**config.mk**
```make
export PLATFORM = sky130hd
export DESIGN_NAME = regfile_wb_arbiter
export DESIGN_NICKNAME = d
export VERILOG_FILES = /design/src/rtl/regfile_wb_arbiter.sv
export SDC_FILE = /design/constraint.sdc
export NUM_CORES = 1
export LEC_CHECK = 0
export BUFFER_PORTS_ARGS = -buffer_cell sky130_fd_sc_hd__buf_2
export CORE_AREA = 2 2 67 69
export CTS_BUF_LIST = sky130_fd_sc_hd__clkbuf_4
export DETAILED_ROUTE_END_ITERATION = 12
export DIE_AREA = 0 0 69 71
export PLACE_DENSITY = 0.75
export SETUP_SLACK_MARGIN = 0.2
export SLEW_MARGIN = 30
export SYNTH_ARGS = -nofsm -noshare
export SYNTH_HDL_FRONTEND = slang
export SYNTH_SLANG_ARGS = --single-unit
```
**constraint.sdc**
```tcl
create_clock -name clk -period 0.9 [get_ports clk]
set_clock_uncertainty 0.2 [all_clocks]
set_input_delay 0.225 -clock clk [delete_from_list [all_inputs] [get_ports clk]]
set_output_delay 0.225 -clock clk [all_outputs]
set_load 0.005 [all_outputs]
```
**src/rtl/regfile_wb_arbiter.sv**
```systemverilog
// regfile_wb_arbiter
//   Shares the register file's single GPR write port and single RR write port
//   between two writeback sources: A (main ALU/load pipeline) and B (multi-cycle
//   mul/div unit). A has fixed priority; an optional starvation guard forces a
//   B grant after B has been refused STARVE_LIMIT consecutive cycles. The
//   winning write is registered and driven straight into the register file.
//
//   Optional feature macro: WB_STARVE_GUARD_EN
//     defined   -> starvation counter, force_b and b_starving are active
//     undefined -> strict A priority, b_starving tied 0
//
//   Ports
//     clk, reset_n                       clock (rising edge), async active-low reset
//     a_valid/a_ready/a_rd/a_data/a_to_rr  source A write handshake and payload
//     b_valid/b_ready/b_rd/b_data/b_to_rr  source B write handshake and payload
//     rf_we/rf_rd/rf_wd                  registered GPR write port (pulse per write)
//     rf_rr_we/rf_rr_in                  registered RR write port (pulse per write)
//     b_starving                         force_b currently active

module regfile_wb_arbiter #(
  parameter int unsigned STARVE_LIMIT = 4,
  parameter int unsigned CNT_W        = 4
) (
  input  logic        clk,
  input  logic        reset_n,
  input  logic        a_valid,
  output logic        a_ready,
  input  logic [2:0]  a_rd,
  input  logic [15:0] a_data,
  input  logic        a_to_rr,
  input  logic        b_valid,
  output logic        b_ready,
  input  logic [2:0]  b_rd,
  input  logic [15:0] b_data,
  input  logic        b_to_rr,
  output logic        rf_we,
  output logic [2:0]  rf_rd,
  output logic [15:0] rf_wd,
  output logic        rf_rr_we,
  output logic [15:0] rf_rr_in,
  output logic        b_starving
);

  logic        w_force_b;
  logic        w_grant_a;
  logic        w_grant_b;
  logic        w_sel_to_rr;
  logic [2:0]  w_sel_rd;
  logic [15:0] w_sel_data;

`ifdef WB_STARVE_GUARD_EN
  logic [CNT_W-1:0] r_starve_cnt;

  assign w_force_b = (r_starve_cnt == CNT_W'(STARVE_LIMIT));

  // Counts consecutive refused cycles of a pending B write. Any cycle where B
  // is not both pending and refused (transfer or idle) restarts the count.
  always_ff @(posedge clk or negedge reset_n) begin
    if (!reset_n) begin
      r_starve_cnt <= '0;
    end else if (b_valid && !b_ready) begin
      if (!w_force_b) begin
        r_starve_cnt <= r_starve_cnt + CNT_W'(1);
      end
    end else begin
      r_starve_cnt <= '0;
    end
  end
`else
  assign w_force_b = 1'b0;

  // Parameters only matter with the guard built in.
  logic [CNT_W-1:0] w_unused_limit;
  assign w_unused_limit = CNT_W'(STARVE_LIMIT);
`endif

  assign b_starving = w_force_b;

  assign a_ready = !(w_force_b && b_valid);
  assign b_ready = !a_valid || w_force_b;

  assign w_grant_a = a_valid && a_ready;
  assign w_grant_b = b_valid && b_ready && !w_grant_a;

  always_comb begin
    w_sel_to_rr = b_to_rr;
    w_sel_rd    = b_rd;
    w_sel_data  = b_data;
    if (w_grant_a) begin
      w_sel_to_rr = a_to_rr;
      w_sel_rd    = a_rd;
      w_sel_data  = a_data;
    end
  end

  // Enables pulse for one cycle per transfer; address/data hold their last
  // written values. GPR writes to index 0 are accepted but dropped here.
  always_ff @(posedge clk or negedge reset_n) begin
    if (!reset_n) begin
      rf_we    <= 1'b0;
      rf_rd    <= '0;
      rf_wd    <= '0;
      rf_rr_we <= 1'b0;
      rf_rr_in <= '0;
    end else begin
      rf_we    <= 1'b0;
      rf_rr_we <= 1'b0;
      if (w_grant_a || w_grant_b) begin
        if (w_sel_to_rr) begin
          rf_rr_we <= 1'b1;
          rf_rr_in <= w_sel_data;
        end else if (w_sel_rd != 3'd0) begin
          rf_we <= 1'b1;
          rf_rd <= w_sel_rd;
          rf_wd <= w_sel_data;
        end
      end
    end
  end

endmodule

```
== After elaboration in Yosys (flattened, before gate mapping) ==
Index checks and enable logic that the tools add are counted.

* Bits in registers: 37
* Bits in latches: 0
* Memory bits (writable): 0
* Bits in read-only memories: 0
* Input bits: 44
* Output and inout port bits: 40
* Logic and storage cells: 21
* Memories kept: 0

* Add/subtract/negate cells: 0
* $mul: 0
* Div/mod/pow operators: 0
* $lt $le $gt $ge: 0
* Equal/unequal tests: 0
* Shift operators: 0
* Mux-type cells: 8
* Bitwise operators: 1
* Reductions and logical operators: 7

{| class="wikitable"
|+ Operators with widths
! operator !! number
|-
| $mux W16 || 1
|-
| $mux W1 || 6
|-
| $mux W3 || 1
|-
| $reduce_and A3 Y1 || 1
|-
| $reduce_bool A3 Y1 || 1
|-
| $logic_and A1 B1 Y1 || 2
|-
| $reduce_and A2 Y1 || 1
|-
| $logic_not A1 Y1 || 1
|-
| $logic_or A1 B1 Y1 || 1
|-
| $not A1 Y1 || 1
|}

== Logic depth before layout (Yosys ltp) ==
Gate-level depths: netlist of the first run.

* Depth after elaboration: 5
* Depth in mapped cells: 6
* Gate-level depth less buffers: 4

== Worst setup path before layout of the first run ==
Ideal clock, no wire load.

* Path kind: input-to-reg
* Start point: in a_rd[1]
* End point: reg rf_wd[0]
* Library setup time: 0.125 ns
* Arrival: 1.419 ns
* Data required time: 0.575 ns
* Slack: -0.844 ns
* Stages on the path: 6
* Buffers on the path: 2
* Cell sequence: or2_2 o221ai_1 and2_1 buf_6 buf_6 mux2_4

* Longest elaborated chain between the ends: 3

{| class="wikitable"
|+ Ends and longest elaborated chain
! what !! RTL line !! text
|-
| start, declared || 28 || <nowiki>input logic [2:0] a_rd,</nowiki>
|-
| $mux W3 || 89 || <nowiki>if (w_grant_a) begin</nowiki>
|-
| $reduce_bool A3 Y1 || 112 || <nowiki>end else if (w_sel_rd != 3'd0) begin</nowiki>
|-
| $reduce_and A3 Y1 (no source line) || -- ||
|-
| end signal, assigned || 115 || <nowiki>rf_wd <= w_sel_data;</nowiki>
|-
| end, declared || 38 || <nowiki>output logic [15:0] rf_wd,</nowiki>
|}

Every way passes these cells.
A chain may end at the register's enable or synchronous reset.

== Worst setup path in the final report of the first run ==
* Start point: in b_rd[0]
* End point: reg rf_wd[14]

* Longest elaborated chain between the ends: 3

{| class="wikitable"
|+ Ends and longest elaborated chain
! what !! RTL line !! text
|-
| start, declared || 33 || <nowiki>input logic [2:0] b_rd,</nowiki>
|-
| $mux W3 || 89 ||
|-
| $reduce_bool A3 Y1 || 112 ||
|-
| $reduce_and A3 Y1 (no source line) || -- ||
|}

Every way passes these cells.

==> results of run 1 <==
per-stage QoR:
stage / instances / setup TNS, ns
floorplan: 114 / -23.24
global placement: 250 / -29.61
detailed placement: 250 / -30.95
CTS: 279 / -27.28
global route: 288 / -29.25
finish: 288 / -27.45
power by group:
group | internal (mW) | switching, mW | total (mW)
Sequential | 1.97 | 0.168 | 2.14
Combinational | 1.21 | 0.564 | 1.77
Clock | 0.314 | 0.501 | 0.815
Total | 3.49 | 1.23 | 4.72
final cells by class:
class                   instances  area, um^2
clock buffers                   6        45.0
inverters                       3        11.3
repair buffers                122         831
fillers                       332        1460
well taps                      52        65.1
multi-input cells              67         866
flip-flops and latches         37         926
clock inverters                 1        3.75
logic make-up after synthesis:
family,after synthesis,synth area share
compound gates,5,0.0237
mux,50,0.348
other cells,2,0.00444
simple gates,10,0.0377
flops,37,0.547
buf+inv,10,0.0392
flip-flops by register name, summed over array words and instances, names as in the netlist:
signal,cells
rf_rr_in,16
rf_wd,16
rf_rd,3
rf_rr_we,1
rf_we,1
routing by layer:
| metal | wire length, um | share of wire | GRT usage |
|---|---|---|---|
| met1 | 1850 | 0.44 | 0.223 |
| met4 | 58 | 0.014 | 0.0588 |
| met3 | 320 | 0.076 | 0.0541 |
| met2 | 1980 | 0.47 | 0.281 |
| met5 | 0 | 0 | 0 |
cells in the mapped netlist:
library cell / n / area [um^2]
a21oi_1: 1 / 5.00
a21oi_2: 1 / 8.76
a22o_1: 2 / 17.5
and2_1: 1 / 6.26
and2b_1: 1 / 7.51
and3_1: 1 / 6.26
buf_2: 2 / 10.0
buf_4: 3 / 22.5
buf_6: 2 / 22.5
conb_1: 2 / 7.51
dfrtp_1: 37 / 926
inv_1: 3 / 11.3
mux2_2: 43 / 484
mux2_4: 7 / 105
nand2_1: 2 / 7.51
nor3b_1: 1 / 7.51
nor4bb_1: 1 / 10.0
o221ai_1: 1 / 8.76
or2_2: 2 / 12.5
or3_1: 1 / 6.26
what timing repair did:
item,in CTS,in global routing
setup buffers,22,9
resized for setup,31,10
setup endpoints to repair,75,75
endpoints found under the hold margin,38,38
pin swaps,6,3
worst max-delay path by stage:
stage            start   endpoint  slack, ns  cells past startpoint
2_1_floorplan  a_valid   rf_wd[0]      -0.81                      6
3_3_place_gp   a_valid   rf_wd[2]      -0.93                      6
3_5_place_dp   a_valid   rf_wd[6]      -0.98                      6
4_1_cts        b_rd[0]  rf_wd[12]      -0.47                      6
5_1_grt        b_rd[0]   rf_wd[8]      -0.50                      6
6_report       b_rd[0]  rf_wd[14]      -0.50                      6
==> flow_metrics.env, run 1 <==
export IMPL_powerDensity_mw_per_mm2=1720
export IMPL_utilization=0.654
export IMPL_grt_max_degree=23
export IMPL_cp_slowest_stage_delay_ns=0.38
export IMPL_power_total_mw=4.72
export IMPL_netlist_instances=114
export IMPL_synth_distinct_cells=20
export IMPL_yosys_warnings=0
export IMPL_dp_hpwl_mm=2.94
export IMPL_worst_r2r_path_depth=3
export IMPL_r2r_end="rf_rr_in[5]"
export IMPL_gp_congestion=0.695
export IMPL_drt_total_wl_mm=4.21
export IMPL_start_util=0.403
export IMPL_grt_overflow=0
export IMPL_seq_area_frac_synth=0.547
export IMPL_timing_fmax_ghz=0.715
export IMPL_cts_tree="built"
export IMPL_fin_ws_ns=-0.499
export IMPL_vias_per_cell=4.68
export IMPL_die_w_um=69
export IMPL_die_y_um=71
export IMPL_worstPathArrival_ns=1.43
export IMPL_vias=1349
export IMPL_path_clk_slew_ns=0.10
export IMPL_ir_drop_v=0.000753
export IMPL_layout_nets=280
export IMPL_clockBufferDepth=2
export IMPL_coreArea_mm2=0.00420
export IMPL_hold_ws_ns=-0.380
export IMPL_track_usage=0.174
export IMPL_grt_antenna_before_repair=0
export IMPL_dpl_cell_area_mm2=0.00230
export IMPL_period_share=1.55
export IMPL_ys_seq_elements=37
export IMPL_port_buffers=81
export IMPL_area_growth_syn_to_layout_pct=62.3
export IMPL_grt_pass1_vias=1369
export IMPL_diodes=0
export IMPL_final_cell_mix="76 x buf_2, 37 x dfrtp_1, 35 x mux2_4"
export IMPL_final_cell_area_mm2=0.00275
export IMPL_grt_pass1_wl_mm=6.62
export IMPL_violations="hold timing, setup timing"
export IMPL_crit_type="input pin to register"
export IMPL_rr_startpoint="rf_rr_in[5]"
export IMPL_cp_slowest_cell="or3_4"
export IMPL_synthesis_area_mm2=0.00169
export IMPL_rsz0062_at_grt="true"
export IMPL_root_buffer="clkbuf_4"
export IMPL_wl_per_cell_um=14.6
export IMPL_pin_count=84
export IMPL_cts_buffers=5
export IMPL_syn_avg_cell_area_um2=14.8
export IMPL_drc=0
export IMPL_layout_commonest_cell="buf_2"
export IMPL_cap_viol_max_count=0
export IMPL_firstDrtPassIters=4
export IMPL_period_minus_slack_ns=1.40
export IMPL_rrSetupSlack_ns=-0.28
export IMPL_hold_violations=38
export IMPL_critPathCaptureType="register"
export IMPL_crit_path_start_kind="input pin"
export IMPL_die_area_mm2=0.00490
export IMPL_setup_viol=74
export IMPL_cts_sinks=37
export IMPL_path_buf_inv=2
export IMPL_crit_family="simple AND/OR/NAND/NOR gates"
export IMPL_leakagePower_nw=1.47
export IMPL_worstHoldPathType="input pin to async pin"
export IMPL_crit_fanout=8
export IMPL_antenna_left=0
export IMPL_crit_required_ns=0.93
export IMPL_slew_viol_final=0
export IMPL_outcome="finished with violations"
export IMPL_synth_net_count=158
export IMPL_place_ws_ns=-0.976
export IMPL_clock_latency_ns=0.33
export IMPL_h_tree_depth=2
export IMPL_rows=24
export IMPL_dr_first_iter_drc_count=25
export IMPL_layout_drive_gt1_share=0.805
export IMPL_path_cells="buf_6 -> or3_4 -> o221ai_2 -> and2_4 -> buf_8 -> mux2_4"
(Power assumes the default switching activity.)
==> inputs of run 2 (changes only) <==
--- a/config.mk
+++ b/config.mk
@@ -7,9 +7,9 @@
 export LEC_CHECK = 0
 export BUFFER_PORTS_ARGS = -buffer_cell sky130_fd_sc_hd__buf_2
-export CORE_AREA = 2 2 67 69
+export CORE_AREA = 2 2 69 71
 export CTS_BUF_LIST = sky130_fd_sc_hd__clkbuf_4
 export DETAILED_ROUTE_END_ITERATION = 12
-export DIE_AREA = 0 0 69 71
-export PLACE_DENSITY = 0.75
+export DIE_AREA = 0 0 71 73
+export PLACE_DENSITY = 0.71
 export SETUP_SLACK_MARGIN = 0.2
 export SLEW_MARGIN = 30
==> constraint.sdc (replaced) <==
create_clock -name clk -period 0.9 [get_ports clk]
set_clock_uncertainty 0.2 [all_clocks]
set_input_delay 0.09 -clock clk [delete_from_list [all_inputs] [get_ports clk]]
set_output_delay 0.09 -clock clk [all_outputs]
set_load 0.005 [all_outputs]
==> run 2 against run 1 <==
  * The run still ends with hold timing, setup timing left
  * Clock power is 4.0% lower
  * Sequential power hardly changed
  * Count of clock-buffer cells in the layout is 1 lower
  * Sequential cell count stayed put
  * Critical path depth stayed put
  * Non-clock buffer count is 7 higher
  * Utilization is 0.58 points lower
  * Cell area is 6.9% higher
  * First-iteration DRC count grew to 2.6 times the previous value
  * Critical path type unchanged
  * Largest cell class is now non-clock buffers
  * Highest routed layer unchanged
==> flow_metrics.env, run 2 (same netlist as run 1, synthesis figures left out) <==
export IMPL_start_util=0.373
export IMPL_drc=0
export IMPL_antenna_left=0
export IMPL_vias_per_cell=4.67
export IMPL_met3_usage=0.0359
export IMPL_dp_cells=259
export IMPL_rows=25
export IMPL_powerDensity_mw_per_mm2=1690
export IMPL_die_area_mm2=0.00518
export IMPL_worstPathArrival_ns=1.34
export IMPL_outcome="finished with violations"
export IMPL_grt_overflow=0
export IMPL_grt_antenna_before_repair=0
export IMPL_swShare=0.264
export IMPL_hold_buffers=1
export IMPL_layout_drive_gt1_share=0.810
export IMPL_fin_ws_ns=-0.419
export IMPL_rsz0062_at_grt="true"
export IMPL_grt_max_degree=38
export IMPL_root_buffer="clkbuf_4"
export IMPL_utilization=0.648
export IMPL_busiest_layer="met2"
export IMPL_clock_latency_ns=0.32
export IMPL_use_met1=0.239
export IMPL_p_clk_frac=0.157
export IMPL_h_tree_depth=2
export IMPL_crit_fanout=5
export IMPL_gp_congestion=0.716
export IMPL_internal_power_mw=3.66
export IMPL_violations="hold timing, setup timing"
export IMPL_port_buffers=81
export IMPL_hold_ws_ns=-0.211
export IMPL_grt_pass1_wl_mm=7.01
export IMPL_die_w_um=71
export IMPL_cts_buffers=5
export IMPL_top_regs="rf_rr_in (16), rf_wd (16), rf_rd (3)"
export IMPL_whs_endpoint="rf_rd[2]"
export IMPL_place_ws_ns=-0.829
export IMPL_met2_usage=0.292
export IMPL_comb_power_share=0.410
export IMPL_cts_tree="built"
export IMPL_worstHoldPathType="input pin to register"
export IMPL_final_cell_mix="68 x buf_2, 37 x dfrtp_1, 32 x mux2_4"
export IMPL_rrSetupSlack_ns=-0.29
export IMPL_crit_type="input pin to register"
export IMPL_grt_pass1_vias=1365
export IMPL_p_switching_mw=1.31
export IMPL_drt_total_wl_mm=4.55
export IMPL_die_y_um=73
export IMPL_layout_nets=287
export IMPL_period_minus_slack_ns=1.32
export IMPL_slew_viol_final=0
export IMPL_period_share=1.47
export IMPL_crit_path_start_kind="input pin"
export IMPL_leakagePower_nw=1.54
export IMPL_ir_drop_v=0.000671
export IMPL_setup_viol=72
export IMPL_path_clk_slew_ns=0.10
export IMPL_dr_first_iter_drc_count=64
export IMPL_wl_per_cell_um=15.4
export IMPL_r2r_end="rf_rr_in[5]"
export IMPL_min_from="a_rd[2]"
export IMPL_min_path_cells=3
export IMPL_coreArea_mm2=0.00454
export IMPL_layout_commonest_cell="buf_2"
export IMPL_hold_violations=35
export IMPL_firstDrtPassIters=3
export IMPL_worst_r2r_path_depth=3
export IMPL_area_growth_syn_to_layout_pct=73.5
export IMPL_dp_hpwl_mm=2.81
export IMPL_clockBufferDepth=2
export IMPL_rr_startpoint="rf_rr_in[5]"
export IMPL_cap_viol_max_count=0
export IMPL_fin_cells=296
export IMPL_power_frac_seq=0.432
export IMPL_timing_fmax_ghz=0.758
export IMPL_critPathCaptureType="register"
export IMPL_cts_sinks=37
export IMPL_track_usage=0.178
export IMPL_vias=1381
export IMPL_crit_path_start="b_rd[1]"
export IMPL_pin_count=84
export IMPL_crit_required_ns=0.92
export IMPL_diodes=0
[run 2: cell count changes in the layout (fill, tap and decap cells not counted)]
cell | before | now
o221ai_4 | 0 | 1
mux2_2 | 15 | 18
clkbuf_4 | 6 | 5
dlygate4sd3_1 | 0 | 1
o221ai_2 | 1 | 0
clkinv_2 | 0 | 1
buf_2 | 76 | 68
clkinv_1 | 1 | 0
buf_8 | 3 | 2
buf_4 | 28 | 26
clkbuf_16 | 0 | 1
buf_6 | 12 | 25
mux2_4 | 35 | 32
buf_16 | 0 | 3
[run 2: power groups by stage]
stage / logic (mW) / registers [mW] / clock network (mW)
finish: 2.04 / 2.15 / 0.782
global route: 2.18 / 2.19 / 0.880
CTS: 1.88 / 2.14 / 0.820
detailed placement: 1.32 / 2.16 / 0
global placement: 1.29 / 2.16 / 0
floorplan: 0.643 / 2.18 / 0
[run 2: how the worst max path moves through the flow]
stage           endpoint  slack (ns)  depth (start not counted)
4_1_cts        rf_wd[15]       -0.41                          6
3_5_place_dp   rf_wd[15]       -0.83                          6
6_report       rf_wd[12]       -0.42                          6
3_3_place_gp    rf_wd[2]       -0.79                          6
2_1_floorplan   rf_wd[0]       -0.68                          6
5_1_grt         rf_rd[1]       -0.43                          7
[run 2: metal layers]
metal | routed length (um) | vias to the layer above
met3 | 223 | 5
met4 | 48 | 0
met5 | 0 | -
met1 | 1980 | 670
met2 | 2300 | 50
li1 | - | 656
[run 2: layout make-up]
cell class | instances | area, um^2
fillers | 339 | 1600
repair buffers | 129 | 1020
flip-flops and latches | 37 | 926
multi-input cells | 67 | 866
well taps | 54 | 67.6
clock buffers | 5 | 37.5
inverters | 3 | 11.3
clock inverters | 1 | 5.00
[run 2: timing repair]
action	in CTS	in global routing
cloned	3	1
endpoints found under the setup margin	75	75
buffers inserted	17	9
endpoints found under the hold margin	72	35
pin swaps	2	6
resized for setup	43	11
[run 2: through the flow]
stage	instance area, um^2	TNS, ns	power [mW]
3_5_place_dp	2350	-24.86	3.48
6_report	2940	-21.05	4.97
3_3_place_gp	2350	-23.82	3.44
2_1_floorplan	1810	-18.24	2.82
5_1_grt	2940	-23.21	5.25
4_1_cts	2800	-21.37	4.84
[run 2: critical path: stages]
cell      delay (ns)
buf_6           0.09
or3_4           0.39
o221ai_4        0.07
and2_4          0.25
buf_8           0.14
mux2_4          0.29
